<file path="config.mk">
export PLATFORM = sky130hd
export DESIGN_NAME = fab_mdu
export DESIGN_NICKNAME = d
export VERILOG_FILES = /design/src/rtl/fab_mdu.sv
export SDC_FILE = /design/constraint.sdc
export NUM_CORES = 1
export LEC_CHECK = 0
export CELL_PAD_IN_SITES_DETAIL_PLACEMENT = 1
export CELL_PAD_IN_SITES_GLOBAL_PLACEMENT = 1
export CORE_ASPECT_RATIO = 1.75
export CORE_MARGIN = 3
export CORE_UTILIZATION = 40
export DETAILED_ROUTE_END_ITERATION = 7
export PLACE_DENSITY = 0.75
export SYNTH_ARGS = -nofsm -noshare
export SYNTH_HDL_FRONTEND = slang
export SYNTH_SLANG_ARGS = --single-unit
</file>
<file path="constraint.sdc">
create_clock -name clk -period 4 [get_ports clk]
set_clock_uncertainty 0.15 [all_clocks]
set_input_delay 0.8 -clock clk [delete_from_list [all_inputs] [get_ports clk]]
set_output_delay 0.8 -clock clk [all_outputs]
set_load 0.005 [all_outputs]
</file>
<file path="src/rtl/fab_mdu.sv">
// RISC-V M-extension multiply/divide unit: iterative shift-add multiply and
// restoring divide, one bit per cycle, with stall, flush and fast-path early outs.
module fab_mdu #(
    parameter int unsigned XLEN  = 32,
    parameter int unsigned TAG_W = 1
) (
    input  logic             clk,
    input  logic             rst_s1,
    input  logic             stop,
    input  logic             flush,
    input  logic             in_valid,
    output logic             in_ready,
    input  logic [2:0]       op,
    input  logic [XLEN-1:0]  rfrdata1,
    input  logic [XLEN-1:0]  rfrdata2,
    input  logic [4:0]       rd,
    input  logic [TAG_W-1:0] num_in,
    output logic             busy,
    output logic [4:0]       busy_rd,
    output logic             out_valid,
    output logic [TAG_W-1:0] num_out,
    output logic             rfwe,
    output logic [4:0]       rfwaddr,
    output logic [XLEN-1:0]  rfwdata
);

    localparam int unsigned CNT_W = $clog2(XLEN) + 1;
    localparam int unsigned PW    = 2 * XLEN;

    localparam logic [1:0] IDLE = 2'd0;
    localparam logic [1:0] CALC = 2'd1;
    localparam logic [1:0] DONE = 2'd2;

    logic [1:0]       state_q, state_d;
    logic [CNT_W-1:0] cnt_q, cnt_d;
    logic [2:0]       op_q, op_d;
    logic [4:0]       rd_q, rd_d;
    logic [TAG_W-1:0] tag_q, tag_d;
    logic             neg_q, neg_d;
    logic [XLEN-1:0]  mg_q, mg_d;
    logic [XLEN:0]    hi_q, hi_d;
    logic [XLEN-1:0]  lo_q, lo_d;
    logic             out_valid_q, out_valid_d;
    logic             rfwe_q, rfwe_d;
    logic [4:0]       rfwaddr_q, rfwaddr_d;
    logic [XLEN-1:0]  rfwdata_q, rfwdata_d;
    logic [TAG_W-1:0] num_out_q, num_out_d;

    // Operand decode at accept time: signedness, magnitudes, result sign, early outs
    logic            signed_a, signed_b, na, nb, neg_in, fast_in;
    logic [XLEN-1:0] mag_a, mag_b;
    assign signed_a = op[2] ? !op[0] : (op[1:0] != 2'b11);
    assign signed_b = op[2] ? !op[0] : !op[1];
    assign na       = signed_a & rfrdata1[XLEN-1];
    assign nb       = signed_b & rfrdata2[XLEN-1];
    assign mag_a    = na ? -rfrdata1 : rfrdata1;
    assign mag_b    = nb ? -rfrdata2 : rfrdata2;
    // Remainder sign follows A only; quotient and products take sign(A) xor sign(B)
    assign neg_in   = na ^ (nb & !(op[2] & op[1]));
    assign fast_in  = op[2] & ((rfrdata2 == '0) |
                      (!op[0] & (rfrdata1 == {1'b1, {(XLEN-1){1'b0}}}) & (&rfrdata2)));

    // One iteration step of each algorithm
    logic [XLEN:0] mul_sum, div_trial, div_diff;
    logic          div_ge;
    assign mul_sum   = hi_q + {1'b0, (lo_q[0] ? mg_q : {XLEN{1'b0}})};
    assign div_trial = {hi_q[XLEN-1:0], lo_q[XLEN-1]};
    assign div_ge    = div_trial >= {1'b0, mg_q};
    assign div_diff  = div_trial - {1'b0, mg_q};

    // Final result selection with sign correction
    logic [PW-1:0]   prod, prod_s;
    logic [XLEN-1:0] div_raw, div_res, result;
    assign prod    = {hi_q[XLEN-1:0], lo_q};
    assign prod_s  = neg_q ? -prod : prod;
    assign div_raw = op_q[1] ? hi_q[XLEN-1:0] : lo_q;
    assign div_res = neg_q ? -div_raw : div_raw;
    assign result  = op_q[2] ? div_res :
                     (op_q[1:0] == 2'b00) ? prod_s[XLEN-1:0] : prod_s[PW-1:XLEN];

    assign in_ready  = (state_q == IDLE) && !stop && !flush;
    assign busy      = (state_q == CALC) || (state_q == DONE);
    assign busy_rd   = busy ? rd_q : 5'd0;
    assign out_valid = out_valid_q;
    assign rfwe      = rfwe_q;
    assign rfwaddr   = rfwaddr_q;
    assign rfwdata   = rfwdata_q;
    assign num_out   = num_out_q;

    always_comb begin
        state_d     = state_q;
        cnt_d       = cnt_q;
        op_d        = op_q;
        rd_d        = rd_q;
        tag_d       = tag_q;
        neg_d       = neg_q;
        mg_d        = mg_q;
        hi_d        = hi_q;
        lo_d        = lo_q;
        out_valid_d = out_valid_q;
        rfwe_d      = rfwe_q;
        rfwaddr_d   = rfwaddr_q;
        rfwdata_d   = rfwdata_q;
        num_out_d   = num_out_q;
        if (flush) begin
            state_d     = IDLE;
            cnt_d       = '0;
            out_valid_d = 1'b0;
            rfwe_d      = 1'b0;
        end else if (!stop) begin
            out_valid_d = 1'b0;
            rfwe_d      = 1'b0;
            case (state_q)
                IDLE: begin
                    if (in_valid) begin
                        op_d  = op;
                        rd_d  = rd;
                        tag_d = num_in;
                        cnt_d = '0;
                        if (fast_in) begin
                            state_d = DONE;
                            neg_d   = 1'b0;
                            if (rfrdata2 == '0) begin
                                lo_d = '1;
                                hi_d = {1'b0, rfrdata1};
                            end else begin
                                lo_d = rfrdata1;
                                hi_d = '0;
                            end
                        end else begin
                            state_d = CALC;
                            neg_d   = neg_in;
                            hi_d    = '0;
                            mg_d    = op[2] ? mag_b : mag_a;
                            lo_d    = op[2] ? mag_a : mag_b;
                        end
                    end
                end
                CALC: begin
                    if (op_q[2]) begin
                        hi_d = div_ge ? div_diff : div_trial;
                        lo_d = {lo_q[XLEN-2:0], div_ge};
                    end else begin
                        hi_d = {1'b0, mul_sum[XLEN:1]};
                        lo_d = {mul_sum[0], lo_q[XLEN-1:1]};
                    end
                    cnt_d = cnt_q + CNT_W'(1);
                    if (cnt_q == CNT_W'(XLEN - 1)) begin
                        state_d = DONE;
                    end
                end
                DONE: begin
                    state_d     = IDLE;
                    out_valid_d = 1'b1;
                    rfwe_d      = (rd_q != 5'd0);
                    rfwaddr_d   = rd_q;
                    rfwdata_d   = result;
                    num_out_d   = tag_q;
                end
                default: state_d = IDLE;
            endcase
        end
    end

    always_ff @(posedge clk) begin
        if (rst_s1) begin
            state_q     <= IDLE;
            cnt_q       <= '0;
            op_q        <= '0;
            rd_q        <= '0;
            tag_q       <= '0;
            neg_q       <= 1'b0;
            mg_q        <= '0;
            hi_q        <= '0;
            lo_q        <= '0;
            out_valid_q <= 1'b0;
            rfwe_q      <= 1'b0;
            rfwaddr_q   <= '0;
            rfwdata_q   <= '0;
            num_out_q   <= '0;
        end else begin
            state_q     <= state_d;
            cnt_q       <= cnt_d;
            op_q        <= op_d;
            rd_q        <= rd_d;
            tag_q       <= tag_d;
            neg_q       <= neg_d;
            mg_q        <= mg_d;
            hi_q        <= hi_d;
            lo_q        <= lo_d;
            out_valid_q <= out_valid_d;
            rfwe_q      <= rfwe_d;
            rfwaddr_q   <= rfwaddr_d;
            rfwdata_q   <= rfwdata_d;
            num_out_q   <= num_out_d;
        end
    end

endmodule
</file>
Yosys cells after proc, flatten, opt, wreduce, memory -nomap -nowiden --
Index checks and enable logic that the tools add are counted.
Cells by class: $add $sub $neg 7, magnitude comparators 1, equality and inequality tests 7, muxes and demuxes 33, bitwise operators 12, reductions and logical operators 21
Operators with widths (number):
- $mux 32 | 14
- $mux 33 | 4
- $neg 32->32 | 3
- $pmux 33 s2 | 1
- $mux 64 | 1
- $neg 64->64 | 1
- $pmux 32 s2 | 1
- $add 33x32->33 | 1
- $ge 33x32->1 | 1
- $sub 33x32->33 | 1
- $eq 32x32->1 const B | 1
- $logic_not 32->1 | 1
- $reduce_and 32->1 | 1
- $pmux 6 s2 | 1
- $reduce_and 3->1 | 3
- $reduce_and 4->1 | 2
- $and 1x1->1 | 7
- $add 6x1->6 const B | 1
- $eq 6x5->1 const B | 1
- $mux 2 | 3
- $mux 6 | 1
- $logic_not 1->1 | 5
- $mux 1 | 5
- $mux 5 | 1
- 15 further kinds | 20
Word-level totals: register bits 155, input port bits 78, output and inout port bits 47

Depth between registers and ports, before layout --
depth after elaboration 8, depth in mapped cells 17, gate-level depth less buffers 14

Worst setup path before layout --
Ideal clock, no wire load.
path type flip-flop to flip-flop, from register op_q[1], to register rfwdata_q[30] (netlist: rfwdata[30]), library setup time 0.091 ns, arrival 3.767 ns, required time 3.759 ns, slack -0.008 ns, stages on the path, launching flop included 18, buffers on the path 7, clock period less this slack 4.008 ns, path through dfxtp_1 buf_2 buf_2 buf_2 buf_2 buf_2 buf_2 buf_2 mux2i_1 ha_1 o21ai_0 or3_1 nor2_1 nand3_1 o31ai_1 xor2_1 nand2_1 a311oi_1
On the way: cells in the longest elaborated chain, start to end 4, elaborated cells on any way between the ends 6, classes of those cells add/sub (1); mux (4); reduce/logical (1)
RTL lines:
- start: declaration | line 36 | logic [2:0] op_q, op_d;
- start signal: assignment | line 184 | op_q <= op_d;
- $mux 32 | line 76 | assign div_raw = op_q[1] ? hi_q[XLEN-1:0] : lo_q;
- $neg 32->32 | line 77 | assign div_res = neg_q ? -div_raw : div_raw;
- $mux 32 | line 77
- $mux 32 * | line 78 | assign result = op_q[2] ? div_res :
- end signal: assignment | line 194 | rfwdata_q <= rfwdata_d;
- end: declaration | line 46 | logic [XLEN-1:0] rfwdata_q, rfwdata_d;
Every way passes the cells marked *; elsewhere a longest branch is shown, timed or not. A chain may end at the register's enable or synchronous reset.

Final worst setup path --
from register lo_q[0], to register hi_q[21]
On the way: cells in the longest elaborated chain, start to end 4
RTL lines:
- start: declaration | line 42 | logic [XLEN-1:0] lo_q, lo_d;
- start signal: assignment | line 190 | lo_q <= lo_d;
- $mux 32 | line 66 | assign mul_sum = hi_q + {1'b0, (lo_q[0] ? mg_q : {XLEN{1'b0}})};
- $add 33x32->33 | line 66
- $mux 33 | line 140 | if (op_q[2]) begin
- $pmux 33 s2 | line 113 | case (state_q)
- end signal: assignment | line 189 | hi_q <= hi_d;
- end: declaration | line 41 | logic [XLEN:0] hi_q, hi_d;
No other way between the ends.

==> results.tsv <==
metric	value	unit
status	finished, final reports clean	
cap_viol_max_count	0	
synth_common_cells	nand2_1, a21oi_1, nor2_1	
synth_cell_types	91	
synth.most_common_cell	nand2_1	
portBuffers	124	
ff2ff_setup_slack	160	ps
crit_type	reg2reg	
cp_data_arrival_time	3990	ps
hold_path.startpoint	rfwdata[0]	
synth_top_cell_by_area	dfxtp_1	
whs_path_depth	2	
die_w	159	um
final_hold_viol_count	0	
whs	307	ps
clock.fmax	0.261	GHz
reg2regPathDepth	14	
first_iter_violations	983	
reg2reg_from	lo_q[0]	
crit_path_end_kind	flop	
cts_buffer_depth	2	
place_inst	3028	
pwr-share-comb	41.3	%
place_hpwl	59000	um
ant_nets	0	
grt_max_degree	83	
clkSinkCount	155	
die-area	43300	um^2
startpoint_type	flop	
critPathMaxStageDelay	430	ps
yosys.area.top_type_share	19.0	%
vias_per_cell	6.13	
cts_hold_buffers	0	
gp_congestion	0.970	
syn_area_per_cell	6.97	um^2
cp.required	4150	ps
start_util	40.6	%
synth_area_leaders	dfxtp_1, a21oi_1, nand2_1	
cpMostUsedCell	buf_4	
wl	73300	um
drive_above_1_share	13.6	%
grt_pass1_vias	19600	
synth-edff-count	0	
clk_pin_slew	70	ps
crit_chain	and2_1 -> ha_2 -> fa_2 -> a21oi_2 -> buf_4 -> nor3_1 -> or3b_1 -> o2111a_2 -> or3_1 -> a211o_1 -> buf_4 -> xor2_1 -> a221oi_1 -> a211oi_1	
clkPwrFrac	29.8	%
power.switching	2320	uW
synthArstFlopShare	0	%
die_h	273	um
internal_power	3430	uW
peakVddDrop	318	uV
nets	2657	
rsz0062_at_grt	no	
antenna_found_initial	2	
p_sw_share	40.3	%
rows	97	
wire_per_inst	23.9	um
syn_nets	2491	
min_to	rfwdata[0]	
tritoncts	yes	
r2r_end	hi_q[21]	
nFillCells	5152	
synthFlopType	dfxtp_1	
syn_inst	2338	
synth_seq_cells	155	
maxSlewViolCount	0	
period_needed	3840	ps
via_count	18800	
worstPathMaxFanout	3	
instances_no_fill	3061	
grt_usage	33.1	%
drt_first_pass_iters	5	
tightest_slew	949	ps
clk_latency	460	ps
io_pins	125	
grt_pass1_wl	112000	um
setup_violations	0	
yosysWarnings	0	
area_growth	21.8	%
drc	0	
synth_seq_area_share	19.0	%
antenna_cells	0	
seq_power_share	29.0	%
hold_path.class	reg2reg	
netlist_area	16300	um^2
numCtsBuffers	17	
core_area	40200	um^2
cts_root_buf	clkbuf_16	
overflow	0	
p_leak	0.00763	uW
htree_levels	4	
power_density	290	nW/um^2
min_period_over_period	96.0	%
crit_slowest_cell	fa_2	
total_power	5750	uW
slew_headroom	36.6	%
-- layer usage --
layer	global-route usage, %	vias to the layer above	part of all wire, %
met5	0	-	0
met4	20.8	0	7.2
met3	3.17	230	3.3
met2	60.1	547	52
met1	36.0	9198	38
li1	-	8783	-
-- sequential cells by signal, summed over array words and instances, names as in the netlist --
signal,flops
cnt_q,6
hi_q,33
lo_q,32
mg_q,32
neg_q,1
num_out,1
op_q,3
out_valid,1
rd_q,5
rfwaddr,5
rfwdata,32
rfwe,1
state_q,2
tag_q,1
-- critical path, delay by kind of cell (launching register included) --
kind	cells	cell delay [ps]
buffers and inverters	2	290
DFF	1	350
AOI/OAI and AO/OA	5	1190
adders and majority gates	2	630
and+or+nand+nor	4	930
xor gates and xnor gates	1	150
-- cell type report --
type / count / area (um^2) / area share [%]
flip-flops and latches: 155 / 3110 / 15.7
well taps: 544 / 681 / 3.43
inverters: 70 / 265 / 1.34
multi-input cells: 1925 / 12200 / 61.7
clock buffers: 19 / 464 / 2.34
clock inverters: 13 / 130 / 0.655
repair buffers: 335 / 2960 / 14.9
-- worst max-delay path by stage --
stage	from	endpoint	slack, ps	depth (start not counted)
2_1_floorplan	op_q[1]	rfwdata[30]	60	17
3_3_place_gp	lo_q[0]	hi_q[31]	-300	16
3_5_place_dp	rfrdata1[0]	lo_q[28]	-360	14
4_1_cts	lo_q[0]	hi_q[21]	20	14
5_1_grt	lo_q[0]	hi_q[23]	1	14
6_report	lo_q[0]	hi_q[21]	160	14
-- power groups by stage --
stage          Combinational [uW]  Sequential (uW)  Clock, uW
3_5_place_dp                 2330             1700          0
3_3_place_gp                 2290             1700          0
4_1_cts                      2340             1660       1740
5_1_grt                      2550             1670       1800
6_report                     2370             1670       1710
2_1_floorplan                1430             1670          0
-- metrics by stage --
step                      TNS [ps]  util (%)  cell area, um^2  setup slack [ps]
after floorplan                  0         -            16300              59.0
after global placement       -6610      47.8            19200              -297
after detailed placement    -11800      47.8            19200              -359
after CTS                        0      49.3            19800              15.5
after global routing             0      49.4            19900             0.997
final                            0      49.4            19900               161
-- timing repair --
item | CTS | global route
hold endpoints to repair | 0 | 0
setup endpoints to repair | 7 | 19
gates cloned | 0 | 0
setup buffers | 0 | 1
pin swaps | 0 | 10
gates resized for setup | 6 | 9
-- placed cells by master (no fill, tap or decap), types with 10 or more instances in the layout --
cell / instances
a211oi_1: 67
a21o_1: 40
a21oi_1: 239
a221oi_1: 17
a31oi_1: 36
and2_1: 23
and3_1: 22
buf_12: 11
buf_4: 201
clkbuf_16: 18
clkdlybuf4s50_1: 122
dfxtp_1: 151
ha_1: 71
inv_1: 67
mux2_2: 18
mux2i_1: 65
nand2_1: 282
nand2b_1: 23
nand3_1: 40
nand4_1: 34
nor2_1: 236
nor3_1: 96
nor4_1: 15
o211ai_1: 42
o21ai_0: 123
o21bai_1: 10
o221ai_1: 11
o22ai_1: 11
o31ai_1: 32
or2_2: 12
or3_1: 17
xnor2_1: 89
xor2_1: 85
-- cell families (layout without fill, tap and decap cells) --
logic type	Yosys count	after routing	synth area share, %
buf+inv	258	437	6.39
simple gates	868	868	25.3
mux	85	85	5.51
xor+xnor	174	174	9.35
fa+ha+maj	75	75	5.85
flops	155	155	19.0
compound gates	723	723	28.5
(Power assumes the default switching activity.)
